File: config.mk
export PLATFORM = sky130hd
export DESIGN_NAME = serial_tx_device
export DESIGN_NICKNAME = d
export VERILOG_FILES = /design/src/rtl/serial_tx_pkg.sv /design/src/rtl/serial_tx_shifter.sv /design/src/rtl/serial_tx_device.sv
export SDC_FILE = /design/constraint.sdc
export NUM_CORES = 1
export LEC_CHECK = 0
export CORE_MARGIN = 2
export CORE_UTILIZATION = 41
export DETAILED_ROUTE_END_ITERATION = 8
export PLACE_DENSITY = 0.81
export RECOVER_POWER = 50
export SYNTH_ARGS = -nofsm -noshare
export SYNTH_HDL_FRONTEND = slang
export SYNTH_HIERARCHICAL = 1
export SYNTH_SLANG_ARGS = --single-unit
File: constraint.sdc
create_clock -name clk -period 2.3 [get_ports clk]
set_input_delay 0.46 -clock clk [delete_from_list [all_inputs] [get_ports clk]]
set_output_delay 0.46 -clock clk [all_outputs]
set_load 0.03 [all_outputs]
File: src/rtl/serial_tx_pkg.sv
// Shared types and constants for the memory-mapped serial transmitter.
// Contents: FSM state enum, control register bit positions, frame length helper.
package serial_tx_pkg;

  typedef enum logic [1:0] {
    IDLE  = 2'd0,
    START = 2'd1,
    DATA  = 2'd2,
    STOP  = 2'd3
  } txState_t;

  localparam int unsigned CTRL_READY   = 0;
  localparam int unsigned CTRL_BUSY    = 1;
  localparam int unsigned CTRL_OVR     = 2;
  localparam int unsigned CTRL_OCC_LSB = 4;
  localparam int unsigned CTRL_OCC_W   = 4;
  localparam int unsigned CTRL_IE      = 8;

  // Clock cycles for one complete frame (start + data + stop bits).
  function automatic int unsigned frameLen(input int unsigned dataWidth,
                                           input int unsigned clkDiv);
    return (dataWidth + 2) * clkDiv;
  endfunction

endpackage

File: src/rtl/serial_tx_shifter.sv
// Serial framing engine: baud counter, shift register and line driver.
// Ports:
//   clk, reset     clock, synchronous active-high reset
//   load           a byte is waiting on the bus side
//   loadData       the waiting byte
//   loadAck_c      byte taken this cycle (combinational pulse)
//   active_c       FSM is not IDLE
//   txd            registered serial line, idle high
module serial_tx_shifter
  import serial_tx_pkg::*;
#(
  parameter int unsigned DATA_WIDTH = 8,
  parameter int unsigned CLK_DIV    = 16
) (
  input  logic                  clk,
  input  logic                  reset,
  input  logic                  load,
  input  logic [DATA_WIDTH-1:0] loadData,
  output logic                  loadAck_c,
  output logic                  active_c,
  output logic                  txd
);

  localparam int unsigned CNT_W = (CLK_DIV > 2) ? $clog2(CLK_DIV) : 1;
  localparam int unsigned BIT_W = (DATA_WIDTH > 2) ? $clog2(DATA_WIDTH) : 1;
  localparam logic [CNT_W-1:0] CNT_LAST = CNT_W'(CLK_DIV - 1);
  localparam logic [BIT_W-1:0] BIT_LAST = BIT_W'(DATA_WIDTH - 1);

  txState_t              state, stateNext;
  logic [CNT_W-1:0]      baudCnt, cntNext;
  logic [BIT_W-1:0]      bitIdx, bitNext;
  logic [DATA_WIDTH-1:0] shiftReg, shiftNext;
  logic                  txdNext;
  logic                  baudEnd;

  assign baudEnd  = (baudCnt == CNT_LAST);
  assign active_c = (state != IDLE);

  // State register; txd is computed one cycle ahead so the line is a flop output.
  always_ff @(posedge clk) begin
    if (reset) begin
      state    <= IDLE;
      baudCnt  <= '0;
      bitIdx   <= '0;
      shiftReg <= '0;
      txd      <= 1'b1;
    end else begin
      state    <= stateNext;
      baudCnt  <= cntNext;
      bitIdx   <= bitNext;
      shiftReg <= shiftNext;
      txd      <= txdNext;
    end
  end

  // Next-state, next-line-level and handshake decode.
  always_comb begin
    stateNext = state;
    cntNext   = baudCnt;
    bitNext   = bitIdx;
    shiftNext = shiftReg;
    txdNext   = txd;
    loadAck_c = 1'b0;
    case (state)
      IDLE: begin
        if (load) begin
          stateNext = START;
          shiftNext = loadData;
          txdNext   = 1'b0;
          cntNext   = '0;
          loadAck_c = 1'b1;
        end
      end
      START: begin
        if (baudEnd) begin
          stateNext = DATA;
          txdNext   = shiftReg[0];
          bitNext   = '0;
          cntNext   = '0;
        end else begin
          cntNext = baudCnt + CNT_W'(1);
        end
      end
      DATA: begin
        if (baudEnd) begin
          cntNext = '0;
          if (bitIdx == BIT_LAST) begin
            stateNext = STOP;
            txdNext   = 1'b1;
          end else begin
            shiftNext = shiftReg >> 1;
            txdNext   = shiftReg[1];
            bitNext   = bitIdx + BIT_W'(1);
          end
        end else begin
          cntNext = baudCnt + CNT_W'(1);
        end
      end
      STOP: begin
        if (baudEnd) begin
          cntNext = '0;
          // A waiting byte starts the next frame with no idle gap.
          if (load) begin
            stateNext = START;
            shiftNext = loadData;
            txdNext   = 1'b0;
            loadAck_c = 1'b1;
          end else begin
            stateNext = IDLE;
            txdNext   = 1'b1;
          end
        end else begin
          cntNext = baudCnt + CNT_W'(1);
        end
      end
      default: begin
        stateNext = IDLE;
        txdNext   = 1'b1;
      end
    endcase
  end

endmodule

File: src/rtl/serial_tx_device.sv
// Memory-mapped serial transmitter: bus decode, holding register (or FIFO),
// control register, read mux and interrupt request.
// Optional build macro: SERIAL_TX_FIFO_EN replaces the single holding register
// with a FIFO_DEPTH-entry FIFO and exposes its occupancy in ctrl[7:4].
// Ports:
//   clk, reset     clock, synchronous active-high reset
//   we, re         bus write / read strobes
//   memAddr        bus address
//   dataBusIn      write data
//   dataBusOut     read data, 0 when the block is not being read
//   txd            serial line, idle high
//   intr           interrupt request = IE & ready
module serial_tx_device
  import serial_tx_pkg::*;
#(
  parameter int unsigned     BITS       = 32,
  parameter int unsigned     DATA_WIDTH = 8,
  parameter logic [BITS-1:0] BASE       = 32'hF0000010,
  parameter logic [BITS-1:0] CTRL_BASE  = 32'hF0000110,
  parameter int unsigned     CLK_DIV    = 16,
  parameter int unsigned     FIFO_DEPTH = 4
) (
  input  logic            clk,
  input  logic            reset,
  input  logic            we,
  input  logic            re,
  input  logic [BITS-1:0] memAddr,
  input  logic [BITS-1:0] dataBusIn,
  output logic [BITS-1:0] dataBusOut,
  output logic            txd,
  output logic            intr
);

  logic                  dataSel, ctrlSel, dataWr, ctrlWr, rdEn;
  logic                  ready, readyNext, pending, busy;
  logic                  push, loadAck_c, shiftActive_c;
  logic [DATA_WIDTH-1:0] headData, lastByte;
  logic [CTRL_OCC_W-1:0] occField;
  logic                  overrun, ovrNext, ie, ieNext;
  logic [BITS-1:0]       ctrlWord;
  logic                  unusedBits;

  assign dataSel    = (memAddr == BASE);
  assign ctrlSel    = (memAddr == CTRL_BASE);
  assign dataWr     = we & dataSel;
  assign ctrlWr     = we & ctrlSel;
  assign rdEn       = re & ~we;
  assign push       = dataWr & ready;
  assign busy       = shiftActive_c | pending;
  assign unusedBits = ^dataBusIn;

`ifdef SERIAL_TX_FIFO_EN
  localparam int unsigned PTR_W = (FIFO_DEPTH > 2) ? $clog2(FIFO_DEPTH) : 1;
  localparam int unsigned OCC_W = PTR_W + 1;
  localparam logic [OCC_W-1:0] OCC_FULL = OCC_W'(FIFO_DEPTH);

  logic [DATA_WIDTH-1:0] fifoMem [FIFO_DEPTH];
  logic [PTR_W-1:0]      rdPtr, wrPtr;
  logic [OCC_W-1:0]      occ, occNext;

  assign ready     = (occ != OCC_FULL);
  assign pending   = (occ != '0);
  assign headData  = fifoMem[rdPtr];
  assign occNext   = occ + OCC_W'(push) - OCC_W'(loadAck_c);
  assign readyNext = (occNext != OCC_FULL);
  assign occField  = CTRL_OCC_W'(occ);

  // FIFO storage carries no reset; validity is tracked by occ.
  always_ff @(posedge clk) begin
    if (push) fifoMem[wrPtr] <= dataBusIn[DATA_WIDTH-1:0];
  end

  always_ff @(posedge clk) begin
    if (reset) begin
      rdPtr <= '0;
      wrPtr <= '0;
      occ   <= '0;
    end else begin
      if (push)      wrPtr <= wrPtr + PTR_W'(1);
      if (loadAck_c) rdPtr <= rdPtr + PTR_W'(1);
      occ <= occNext;
    end
  end
`else
  logic holdFull, holdFullNext;
  logic [DATA_WIDTH-1:0] holdData;

  assign ready        = ~holdFull;
  assign pending      = holdFull;
  assign headData     = holdData;
  assign holdFullNext = push | (holdFull & ~loadAck_c);
  assign readyNext    = ~holdFullNext;
  assign occField     = '0;

  always_ff @(posedge clk) begin
    if (reset) begin
      holdFull <= 1'b0;
      holdData <= '0;
    end else begin
      holdFull <= holdFullNext;
      if (push) holdData <= dataBusIn[DATA_WIDTH-1:0];
    end
  end
`endif

  // Overrun is sticky: a rejected write beats a simultaneous write-0 clear.
  always_comb begin
    ovrNext = overrun;
    if (dataWr & ~ready)                     ovrNext = 1'b1;
    else if (ctrlWr & ~dataBusIn[CTRL_OVR])  ovrNext = 1'b0;
    ieNext = ctrlWr ? dataBusIn[CTRL_IE] : ie;
  end

  // intr is registered from next-state values so it tracks IE & ready without lag.
  always_ff @(posedge clk) begin
    if (reset) begin
      overrun  <= 1'b0;
      ie       <= 1'b0;
      intr     <= 1'b0;
      lastByte <= '0;
    end else begin
      overrun <= ovrNext;
      ie      <= ieNext;
      intr    <= ieNext & readyNext;
      if (push) lastByte <= dataBusIn[DATA_WIDTH-1:0];
    end
  end

  // Control word and read mux.
  always_comb begin
    ctrlWord                                = '0;
    ctrlWord[CTRL_READY]                    = ready;
    ctrlWord[CTRL_BUSY]                     = busy;
    ctrlWord[CTRL_OVR]                      = overrun;
    ctrlWord[CTRL_OCC_LSB +: CTRL_OCC_W]    = occField;
    ctrlWord[CTRL_IE]                       = ie;
    dataBusOut = '0;
    if (rdEn & dataSel)      dataBusOut = BITS'(lastByte);
    else if (rdEn & ctrlSel) dataBusOut = ctrlWord;
  end

  serial_tx_shifter #(
    .DATA_WIDTH(DATA_WIDTH),
    .CLK_DIV   (CLK_DIV)
  ) uShifter (
    .clk      (clk),
    .reset    (reset),
    .load     (pending),
    .loadData (headData),
    .loadAck_c(loadAck_c),
    .active_c (shiftActive_c),
    .txd      (txd)
  );

endmodule

# --- Word level (Yosys, flattened, before mapping) ---
# Index checks and enable logic that the tools add are counted.
word_totals:
  regBits: 30
  word_cells: 86
op_classes:
  eq_ne: 13
  addsub: 2
  mux: 34
  n_reduce_logical: 10
  n_bitwise: 17
ops:
  columns: ["cell", "n"]
  rows:
  - ["equality test 32 bit, second input constant", 2]
  - ["two-way mux 8 bit", 4]
  - ["case mux 8 bit (3 select lines)", 1]
  - ["two-way mux 9 bit", 2]
  - ["two-way mux 1 bit", 12]
  - ["AND reduction 4 bit", 3]
  - ["bitwise AND 1 bit", 10]
  - ["two-way mux 2 bit", 5]
  - ["two-way mux 3 bit", 3]
  - ["two-way mux 4 bit", 2]
  - ["inequality test 2 x 1 -> 1 bit, second input constant", 4]
  - ["case mux 2 bit (4 select lines)", 1]
  - ["case mux 4 bit (2 select lines)", 1]
  - ["case mux 3 bit (2 select lines)", 1]
  - ["nonzero test 2 bit", 3]
  - ["NOT 1 bit", 5]
  - ["AND reduction 5 bit", 1]
  - ["adder 4 x 1 -> 4 bit, second input constant", 1]
  - ["equality test 2 bit, second input constant", 2]
  - ["equality test 4 bit, second input constant", 1]
  - ["inequality test 2 bit, second input constant", 2]
  - ["case mux 1 bit (4 select lines)", 1]
  - ["adder 3 x 1 -> 3 bit, second input constant", 1]
  - ["equality test 3 bit, second input constant", 1]
  - ["6 further kinds", 7]

# --- Logic depth before layout (Yosys ltp) ---
depth:
  depth_word: 8
  depth_mapped: 8

# --- Modules after synthesis ---
# Netlist, hierarchy kept.
modules_own_cells:
  columns: ["mod", "cells_each", "seq_area_each_um2", "instances", "area_each_um2"]
  rows:
  - ["serial_tx_shifter", 123, 360.3, 1, 1081.0]
  - ["serial_tx_device", 113, 240.2, 1, 1027.2]

# --- Worst setup path after synthesis ---
# No wires, ideal clock.
synth_path:
  kind: "input -> output"
  start: "in memAddr[24]"
  end: "out dataBusOut[0]"
  arrival_time_ns: 1.848
  path_stages: 4
  required_ns: 1.840
  path_slack_ns: -0.008
  path_buffers: 0
  path_cell_list: "nor4b_2 > nand4_1 > or3_4 > a211oi_2"
synth_via:
  elab_chain_cells: 4
  word_cells_on_any_way: 6
  classes_between: "2 x eq/ne; 2 x mux; 2 x bitwise"
synth_rtl:
  columns: ["element", "line_no", "source"]
  rows:
  - ["start, declared", "serial_tx_device.sv:27", "input logic [BITS-1:0] memAddr,"]
  - ["equality test 32 bit", "serial_tx_device.sv:44", "assign ctrlSel = (memAddr == CTRL_BASE);"]
  - ["bitwise AND 1 bit", "serial_tx_device.sv:139", "else if (rdEn & ctrlSel) dataBusOut = ctrlWord;"]
  - ["two-way mux 9 bit", "serial_tx_device.sv:139", null]
  - ["two-way mux 9 bit (*)", "serial_tx_device.sv:138", "if (rdEn & dataSel) dataBusOut = BITS'(lastByte);"]
  - ["end, declared", "serial_tx_device.sv:29", "output logic [BITS-1:0] dataBusOut,"]
# Mark *: on every way between the ends. The rest lies on a longest branch, timed or not.

# --- Final worst setup path ---
layout_path:
  start: "in memAddr[27]"
  end: "out dataBusOut[1]"
# The elaborated chain is that of the path after synthesis.

==> results.cfg <==
[yosys]
synth_compound_area_share_pct = 16.6
async_flop_share_pct = 0
syn-instance-count = 236
synth_seq_cells = 30
yosys.area_share.simple_pct = 29.7
synth_edf_count = 0
synth_mux_area_share_pct = 6.17
synth_commonest_cells = 30 x dfxtp_1, 24 x buf_4, 19 x nand2b_1, 15 x nor2_1
synth_adder_area_share_pct = 5.93
synth_top_cell_area_share_pct = 28.5
syn_area_um2 = 2110
yosysUniqueCellTypes = 48
synth_top_family_by_area = simple AND/OR/NAND/NOR gates
ys_seq_area_share_pct = 28.5
yosys.area.top_type = dfxtp_1
synthFlopType = dfxtp_1
yosys_warnings = 6
synthXorXnorAreaFrac_pct = 0
yosys.cell_count.top_type = dfxtp_1
synth.area.top_cells = dfxtp_1 28%, buf_4 8.5%, mux2i_1 6.2%
syn_area_per_cell_um2 = 8.93

[pwr]
p_leak_nw = 1.17
p_per_area_nw_per_um2 = 479
power.total_mw = 1.37
max-vdd-ir-drop_v = 0.000215

[detailed_routing]
drc = 0
wirelength_mm = 4.78
dr.pass1.iters = 4
drt_iter0_drc = 62
wl_per_cell_um = 12.6
num_vias = 1921
antenna_left = 0
routed_via_density = 5.08

[layout]
drive_gt1_share_pct = 26.9
antenna_cells = 0
fin_nets = 386
syn_to_final_growth_pct = 35.6
post-route-util_pct = 56.7
final_area_um2 = 2860
fin_cells = 378

[grt]
grt_pass1_wl_mm = 8.06
grt_max_degree = 16
antenna_found_initial = 0
grt_use_met3_pct = 4.23
grt_pass1_vias = 1921
grt_use_total_pct = 18.2
grt_overflow = 0
grtUsageMet1_pct = 20.6
met2_usage_pct = 32.6
top_usage_layer = met2

[clock_tree]
clk_pin_slew_worst_paths_ns = 0.06
cts_tree = yes
clockBufferDepth = 2
cts_buffers = 5
ctsHoldBuffers = 0
cts-root-buf = clkbuf_8
htreeDepth = 2
clk_latency_ns = 0.28
clock-sinks = 30

[sta]
fin_ws_ns = -0.000620
finalHoldViolations = 0
clock_skew_ns = 0.00636
tightest_slew_ns = 0.520
fmax_ghz = 0.435
fin_crit_sh_pct = 100
maxSlewHeadroom_pct = 65.3
rsz0062_at_grt = true
setup_viol = 1
min_period_ns = 2.30
finalMaxSlewViolations = 0

[worst_setup_path]
start_kind = primary input
critical_path_required_ns = 1.84
r2r-start = uShifter/state[0]
timing.rr.end = uShifter/shiftReg[0]
crit_type = primary input to primary output
reg2reg_slack_ns = 0.52
path_cells = buf_2 -> nor4b_4 -> nand4_1 -> or3_4 -> a211oi_4 -> buf_6
ff2ff_path_depth = 5
end_kind = primary output
slowest_delay_ns = 0.46
startpoint = memAddr[27]
critPathMaxFanout = 4
cp-endpoint = dataBusOut[1]
worstPathArrival_ns = 1.84
critical-path-slowest-cell = or3_4

[floorplan]
core-area_um2 = 5040
die_y_um = 75.7
dieArea_um2 = 5730
initial_utilization_pct = 41.8
io_pins = 102
row_count = 26
die_w_um = 75.7

[place]
preCtsSetupSlack_ns = -0.446
place_area_um2 = 2720
portBuffers = 55
dp_hpwl_mm = 3.50
globalplace.congestion = 0.792
dp_cells = 362

[hold_path]
hold_path_class = register to register

[outcome]
violations = setup timing
status = finished, violations left

[job]
cap_violations = 0
## per-layer routing
layer | share of wire, % | vias to the layer above
li1 | - | 931
met3 | 6.4 | 15
met5 | 0 | -
met1 | 40 | 888
met4 | 2.9 | 0
met2 | 50 | 87
## repair_timing
item	CTS	global route
setup buffers	8	1
resized for setup	113	11
pin swaps	14	6
endpoints found under the setup margin	9	7
## report_power, final
part	total [mW]	switching, mW	internal, mW
registers	0.546	0.0117	0.534
clock network	0.395	0.193	0.202
logic	0.430	0.249	0.180
## through the flow
stage           TNS [ns]  hold slack (ns)
3_5_place_dp       -3.70            0.460
6_report       -0.000620            0.471
5_1_grt           -0.481            0.477
2_1_floorplan          0            0.442
4_1_cts          -0.0215            0.467
3_3_place_gp       -3.50            0.451
## area by class of cell
cell class              instances  area, µm²
repair buffers                 78        663
inverters                      13       48.8
clock buffers                   5       68.8
clock inverters                 2       10.0
flip-flops and latches         30        601
multi-input cells             180       1380
well taps                      70       87.6
fillers                       442       2180
## how the worst min path moves through the flow
stage                               startpoint                    to  cells past startpoint
final                     uShifter/shiftReg[2]  uShifter/shiftReg[2]                      2
after global routing      uShifter/shiftReg[2]  uShifter/shiftReg[2]                      2
after CTS                              overrun               overrun                      2
after detailed placement  uShifter/shiftReg[2]  uShifter/shiftReg[2]                      2
after global placement    uShifter/shiftReg[2]  uShifter/shiftReg[2]                      2
after floorplan                        overrun               overrun                      2
## cells in the final DEF, fill, tap and decap left out, types with 7 or more instances in the layout
| master | synthesis | routed |
|---|---|---|
| dfxtp_1 | 30 | 30 |
| conb_1 | 1 | 23 |
| buf_4 | 24 | 21 |
| nand2b_1 | 19 | 19 |
| nor2_1 | 15 | 15 |
| buf_6 | 0 | 15 |
| buf_2 | 2 | 14 |
| inv_1 | 13 | 13 |
| mux2i_1 | 13 | 13 |
| nor2b_1 | 12 | 12 |
| clkdlybuf4s50_1 | 0 | 10 |
| ha_1 | 10 | 10 |
| a211oi_1 | 9 | 9 |
| a221oi_1 | 8 | 8 |
| a21oi_1 | 7 | 7 |
## cell families after synthesis
| family | after synthesis |
|---|---|
| AO/OA/AOI/OAI | 45 |
| other | 1 |
| multiplexers | 13 |
| flip-flops | 30 |
| adder cells (fa/ha/maj) | 10 |
| AND/OR/NAND/NOR | 89 |
| buffers and inverters | 48 |
## sequential cells by signal, summed over array words and instances (netlist names)
signal             cells
uShifter/txd           1
uShifter/state         2
intr                   1
uShifter/bitIdx        3
uShifter/shiftReg      8
uShifter/baudCnt       4
lastByte               8
ie                     1
overrun                1
holdFull               1
## worst max-delay path: cells and delay by family
kind / cells / cell delay (ns)
compound gates: 1 / 0.21
simple gates: 3 / 0.88
buf+inv: 2 / 0.28
No activity file was read; power rests on OpenSTA's default activity.
